**config.mk**
```make
export PLATFORM = sky130hd
export DESIGN_NAME = conv_ctrl_param
export DESIGN_NICKNAME = d
export VERILOG_FILES = /design/src/rtl/conv_pkg.sv /design/src/rtl/conv_valid_delay.sv /design/src/rtl/conv_ctrl_param.sv
export SDC_FILE = /design/constraint.sdc
export NUM_CORES = 1
export LEC_CHECK = 0
export CAP_MARGIN = 10
export CORE_MARGIN = 10
export CORE_UTILIZATION = 54
export CTS_CLUSTER_DIAMETER = 150
export DETAILED_ROUTE_END_ITERATION = 8
export GPL_ROUTABILITY_DRIVEN = 0
export PLACE_DENSITY = 0.86
export SETUP_SLACK_MARGIN = 0.15
export SYNTH_ARGS = -nofsm -noshare
export SYNTH_HDL_FRONTEND = slang
export SYNTH_SLANG_ARGS = --single-unit
```
**constraint.sdc**
```tcl
create_clock -name clk -period 2.24 [get_ports clk]
set_input_delay 0.448 -clock clk [delete_from_list [all_inputs] [get_ports clk]]
set_output_delay 0.448 -clock clk [all_outputs]
set_load 0.005 [all_outputs]
```
**src/rtl/conv_pkg.sv**
```systemverilog
// Shared types and sizing helpers for the
// parametrised convolution controller.
package conv_pkg;

  typedef enum logic [3:0] {
    S_IDLE  = 4'b0001,
    S_LOADC = 4'b0010,
    S_RUN   = 4'b0100,
    S_DRAIN = 4'b1000
  } conv_state_t;

  // Coefficients per kernel
  function automatic int kk_of(input int k);
    return k * k;
  endfunction

  // Committed-bank width in bits
  function automatic int fw_of(input int k, input int cw);
    return k * k * cw;
  endfunction

  // Counter width for a range of n values
  function automatic int cnt_w(input int n);
    return (n < 2) ? 1 : $clog2(n);
  endfunction

endpackage

```
**src/rtl/conv_valid_delay.sv**
```systemverilog
// LAT-deep delay line carrying the window-valid
// bit from pixel acceptance to MAC result.
module conv_valid_delay #(
  parameter int LAT = 2
) (
  input  logic clk,
  input  logic rst,
  input  logic din,
  output logic dout
);

  logic [LAT-1:0] sr;

  generate
    if (LAT == 1) begin : g_one
      // Single-stage register
      always_ff @(posedge clk) begin
        if (rst) sr <= '0;
        else     sr <= din;
      end
    end else begin : g_many
      // Shift toward the MSB each cycle
      always_ff @(posedge clk) begin
        if (rst) sr <= '0;
        else     sr <= {sr[LAT-2:0], din};
      end
    end
  endgenerate

  assign dout = sr[LAT-1];

endmodule

```
**src/rtl/conv_ctrl_param.sv**
```systemverilog
// Convolution filter controller: kernel load via
// shadow bank, frame scan, write strobe and MAC enable.
module conv_ctrl_param
  import conv_pkg::*;
#(
  parameter int N   = 32,
  parameter int M   = 32,
  parameter int K   = 3,
  parameter int CW  = 8,
  parameter int LAT = 2
) (
  input  logic              clk,
  input  logic              rst,
  input  logic              data_load,
  input  logic              coeff_load,
  input  logic [CW-1:0]     coeff_in,
  output logic              data_write,
  output logic [K*K*CW-1:0] filter,
  output logic              enable,
  output logic              coeff_valid,
  output logic              busy,
  output logic              frame_done
);

  localparam int KK  = kk_of(K);
  localparam int FW  = fw_of(K, CW);
  localparam int SW  = FW - CW;
  localparam int BW  = cnt_w(KK);
  localparam int CLW = cnt_w(N);
  localparam int RW  = cnt_w(M);
  localparam int DW  = cnt_w(LAT + 1);

  localparam logic [BW-1:0]  BEAT_LAST  = BW'(KK - 1);
  localparam logic [CLW-1:0] COL_LAST   = CLW'(N - 1);
  localparam logic [RW-1:0]  ROW_LAST   = RW'(M - 1);
  localparam logic [CLW-1:0] COL_WIN    = CLW'(K - 1);
  localparam logic [RW-1:0]  ROW_WIN    = RW'(K - 1);
  localparam logic [DW-1:0]  DRAIN_LAST = DW'(LAT);

  conv_state_t    state, state_nxt;
  logic [SW-1:0]  shadow;
  logic [FW-1:0]  bank;
  logic           cv;
  logic [BW-1:0]  beat;
  logic [CLW-1:0] col;
  logic [RW-1:0]  row;
  logic [DW-1:0]  dcnt;
  logic           accept;
  logic           shift_en;
  logic           commit;
  logic           done;
  logic           last_px;
  logic           win;

  assign last_px = (row == ROW_LAST) && (col == COL_LAST);
  assign win     = accept && (row >= ROW_WIN) && (col >= COL_WIN);

  // Next state and per-cycle strobes
  always_comb begin
    state_nxt = state;
    accept    = 1'b0;
    shift_en  = 1'b0;
    commit    = 1'b0;
    done      = 1'b0;
    unique case (state)
      S_IDLE: begin
        if (coeff_load) begin
          shift_en  = 1'b1;
          state_nxt = S_LOADC;
        end else if (data_load && cv) begin
          accept    = 1'b1;
          state_nxt = S_RUN;
        end
      end
      S_LOADC: begin
        if (coeff_load) begin
          shift_en = 1'b1;
          if (beat == BEAT_LAST) begin
            commit    = 1'b1;
            state_nxt = S_IDLE;
          end
        end
      end
      S_RUN: begin
        if (data_load) begin
          accept = 1'b1;
          if (last_px) state_nxt = S_DRAIN;
        end
      end
      S_DRAIN: begin
        if (dcnt == DRAIN_LAST) begin
          done      = 1'b1;
          state_nxt = S_IDLE;
        end
      end
      default: state_nxt = S_IDLE;
    endcase
  end

  // State register
  always_ff @(posedge clk) begin
    if (rst) state <= S_IDLE;
    else     state <= state_nxt;
  end

  // Shadow shift and commit into the live bank
  always_ff @(posedge clk) begin
    if (rst) begin
      shadow <= '0;
      bank   <= '0;
      cv     <= 1'b0;
      beat   <= '0;
    end else if (shift_en) begin
      shadow <= {shadow[SW-CW-1:0], coeff_in};
      beat   <= commit ? '0 : beat + BW'(1);
      if (commit) begin
        bank <= {shadow, coeff_in};
        cv   <= 1'b1;
      end
    end
  end

  // Raster position; wraps to (0,0) after the last pixel
  always_ff @(posedge clk) begin
    if (rst) begin
      col <= '0;
      row <= '0;
    end else if (accept) begin
      if (col == COL_LAST) begin
        col <= '0;
        row <= (row == ROW_LAST) ? '0 : row + RW'(1);
      end else begin
        col <= col + CLW'(1);
      end
    end
  end

  // Drain timer counting out the datapath latency
  always_ff @(posedge clk) begin
    if (rst)
      dcnt <= '0;
    else if (state == S_DRAIN && !done)
      dcnt <= dcnt + DW'(1);
    else
      dcnt <= '0;
  end

  conv_valid_delay #(
    .LAT (LAT)
  ) u_dly (
    .clk  (clk),
    .rst  (rst),
    .din  (win),
    .dout (enable)
  );

  assign data_write  = accept;
  assign filter      = cv ? bank : '0;
  assign coeff_valid = cv;
  assign busy        = (state != S_IDLE);
  assign frame_done  = done;

endmodule

```
==> out/summary.md <==
The run finished with clean final reports. Gate family responsible for the most delay along the worst path: buffers and inverters. TritonCTS built the clock tree. The standard cell area after detailed placement was 7480 um^2. Transition time at the pin with the least slew margin: 601 ps. The logs give 0 for the diode insertion count for antenna repair and 841 for the filler cell count. Once routing completed, OpenROAD measured the worst setup slack at 109 ps.

Clock tree synthesis inserted a total of 17 buffers. The max-capacitance violation count is 0, and the post-synthesis area per instance is 7.85 um^2. The post-synth net total was 835. Total of flip-flops plus latches after synthesis: 159.

Post-route antenna net violation count: 0. Sorting the synthesized cells by area gives the leading types as sky130_fd_sc_hd__dfxtp_1, sky130_fd_sc_hd__nand2_1, sky130_fd_sc_hd__a21oi_1, sky130_fd_sc_hd__and2_1, sky130_fd_sc_hd__clkbuf_1. The number of global-route vias before repair was 5541. The H-tree was split into 4 levels.

The delay of the slowest cell on the worst path was 530 ps. The run gives 0 as the number of design rule violations left after detail routing. The clock network accounts for 48.6% of the total power.

The routed wire length on met3 was 1420 um; the count of flip-flops with a built-in enable after synthesis was 0. The final setup TNS came out at 0 ps. The tools report the type of element launching the critical path as a flop. In the final design database the tool counted 926 nets. The signal on the critical path passes through buf_12 -> and2_1 -> clkdlybuf4s50_1. Summing the sequential cell areas from Yosys gives 49.8% of the chip area. Aggregate global routing overflow: 0. Entering global routing, the biggest net connects 56 pins.

In this run, post-CTS hold repair placed 0 buffers. The largest individual stage delay along the critical path comes from the cell sky130_fd_sc_hd__clkdlybuf4s50_1. In this run the power spent charging and discharging nets is 1420 uW. The die outline height was 129 um; the number of vias per cell was 5.46. The type of the worst setup path is reg2out.

The worst-case IR drop observed on VDD is 0.392 mV. Proportion of netlist area held by the largest area contributor: 49.8%. The routed layout has 5797 vias.

The number of design-rule violations left by the first detailed-router iteration was 570; the highest fanout seen on the critical path was 7. Setup violations remaining at the end of the flow were counted as 0. Data on the critical path is required at its endpoint by 1790 ps. For this run, the total global-route usage over all layers was measured as 19.8%. Power spread over the standard cell area amounts to 746 nW/um^2. The total length of routed wires is 17100 um. The classification of the worst-slack hold path is reg2reg.

The wire length per cell after detailed routing is 16.1 um, and the share of total power consumed by net switching is 22.5%. The leading cell type by number of instances after synthesis is sky130_fd_sc_hd__nand2_1. The maximum clock path buffer count came out at 2. Internal power comes to 4890 uW. The die width was 129 um; the logic gate share of total power was 5.7%.

The detailed router used layers up to and including met4. The core region is 11500 um^2. The run gives 0 as the number of hold violations in the final report.

Counting every sink on the clock net gives 159. Setup repair after global routing could not meet its margin everywhere. The final instance count without filler cells was 1061. The number of cells after detailed placement was 1010; the maximum achievable frequency was 0.469 GHz. The clock insertion delay at the later pin of the skew report is 420 ps, and the final core area utilization is 73.4%. Together, buffers and inverters on the worst path number 2. 89 I/O pins were placed. Once layout is done, the placed cells without fillers occupy 8460 um^2. The cell count after synthesis came out at 814. After detailed routing, the wire length on met1 is 7070 um.

Counting distinct cell types in the post-synthesis netlist gives 40. The tools report the category of the worst setup path capture point as an output port. Count of final max-slew check failures: 0.

Detailed placement HPWL: 9460 um. Cell type with the highest aggregate area in the netlist: sky130_fd_sc_hd__dfxtp_1. The fraction of registers with async set/reset works out to 0%. Data arrives at the worst endpoint at 1680 ps. The share of post-route cells with drive strength above 1 was 10.0%; the final period demand of the worst path was 2130 ps. The clock edge transition at the registers on the reported setup and hold paths came out at 60 ps. The number of synthesis warnings is 0.

The logs give 45.7% for the portion of total power attributed to sequential cells and 59.9% for the normalized max-slew margin. The area growth from synthesis to layout is 32.3%. The first global-routing pass estimated 26800 um of wire.

The run gives 6390 um^2 as the area of the mapped netlist. OpenSTA, run right after detailed placement, puts the worst setup slack at -103 ps. The tools report the met2 wirelength from detailed routing as 8440 um. The first TritonRoute pass finished after 5 iterations. The initial utilization of the core area, before any placement, comes to 55.5%.

By count the netlist is led by sky130_fd_sc_hd__nand2_1, sky130_fd_sc_hd__dfxtp_1, sky130_fd_sc_hd__a21oi_1. The tree is rooted in a sky130_fd_sc_hd__clkbuf_16. The number of placement rows came out at 39. For this design the static power due to leakage is 0.00375 uW. The floorplan step defined a die boundary enclosing 16600 um^2. The final cycle utilization of the critical path was 95.1%; the clock tree skew after final layout was 9.96 ps. Port buffering added 88 buffers.

The initial antenna violation count was 0. For this run, the leading register cell type out of synthesis is sky130_fd_sc_hd__dfxtp_1.
-- logic make-up (layout without fill, tap and decap cells) --
| kind of cell | after synthesis | in the layout | synth area share [%] |
|---|---|---|---|
| xor gates and xnor gates | 4 | 4 | 0.666 |
| and+or+nand+nor | 410 | 410 | 29.1 |
| muxes | 1 | 1 | 0.157 |
| AOI/OAI and AO/OA | 162 | 162 | 13.3 |
| DFF | 159 | 159 | 49.8 |
| buffers and inverters | 69 | 173 | 5.30 |
| adders and majority gates | 9 | 9 | 1.76 |
-- flip-flops by register name, indices dropped and copies added (netlist names) --
name,flops
state,4
shadow,64
bank,72
u_dly.sr,2
row,5
dcnt,2
beat,4
coeff_valid,1
col,5
-- worst paths after layout --
check        cells past startpoint  slack, ps         from         end
max                              3        110  coeff_valid  filter[32]
min                              1        430      dcnt[0]     dcnt[0]
max reg2reg                      7        280     state[0]    bank[36]
min reg2reg                      1        430      dcnt[0]     dcnt[0]
-- layer usage --
layer,GRT usage [%],vias up
met4,6.96,0
met1,23.6,2732
met2,33.0,218
met3,6.28,21
li1,-,2826
met5,0,-
-- through the flow --
step / total power [uW] / hold WS [ps]
after floorplan: 3160 / 401
after global placement: 3290 / 412
after detailed placement: 3290 / 423
after CTS: 6320 / 432
after global routing: 6470 / 441
final: 6310 / 430
-- layout by cell type, fill, tap and decap left out, drive strengths merged, types with 2 or more instances in the layout --
cell type      instances
a21oi                149
a31oi                  2
and2                  72
and3                   5
buf                   44
bufinv                 4
clkbuf                22
clkdlybuf4s15          3
clkdlybuf4s50         19
clkinv                 5
clkinvlp               2
dfxtp                159
dlygate4sd2           28
dlymetal6s2s          36
ha                     9
inv                   10
nand2                284
nand2b                 2
nand3                  6
nor2                  11
nor2b                  2
nor3                   6
nor3b                  2
nor4                   3
o21ai                  7
or3                    4
or4                    5
or4b                   3
xor2                   3
-- power by group through the flow --
stage / Combinational, uW / Sequential, uW / Clock (uW)
CTS: 357 / 2880 / 3080
finish: 360 / 2880 / 3060
global placement: 341 / 2950 / 0
global route: 392 / 2890 / 3190
floorplan: 223 / 2940 / 0
detailed placement: 344 / 2950 / 0
-- layout make-up --
type | count | area, um^2 | area share (%)
sequential | 159 | 3190 | 37.7
clock buffer | 19 | 443 | 5.24
timing repair buffer | 133 | 1540 | 18.2
inverter | 8 | 30.0 | 0.355
tap | 143 | 179 | 2.12
clock inverter | 13 | 185 | 2.19
multi-input combinational | 586 | 2900 | 34.2
-- timing repair --
| item | in CTS | in global routing |
|---|---|---|
| gates resized for setup | 41 | 42 |
| gates cloned | 4 | 2 |
| pin swaps | 2 | 0 |
| setup buffers | 8 | 5 |
| endpoints found under the setup margin | 72 | 49 |
(Power assumes the default switching activity.)
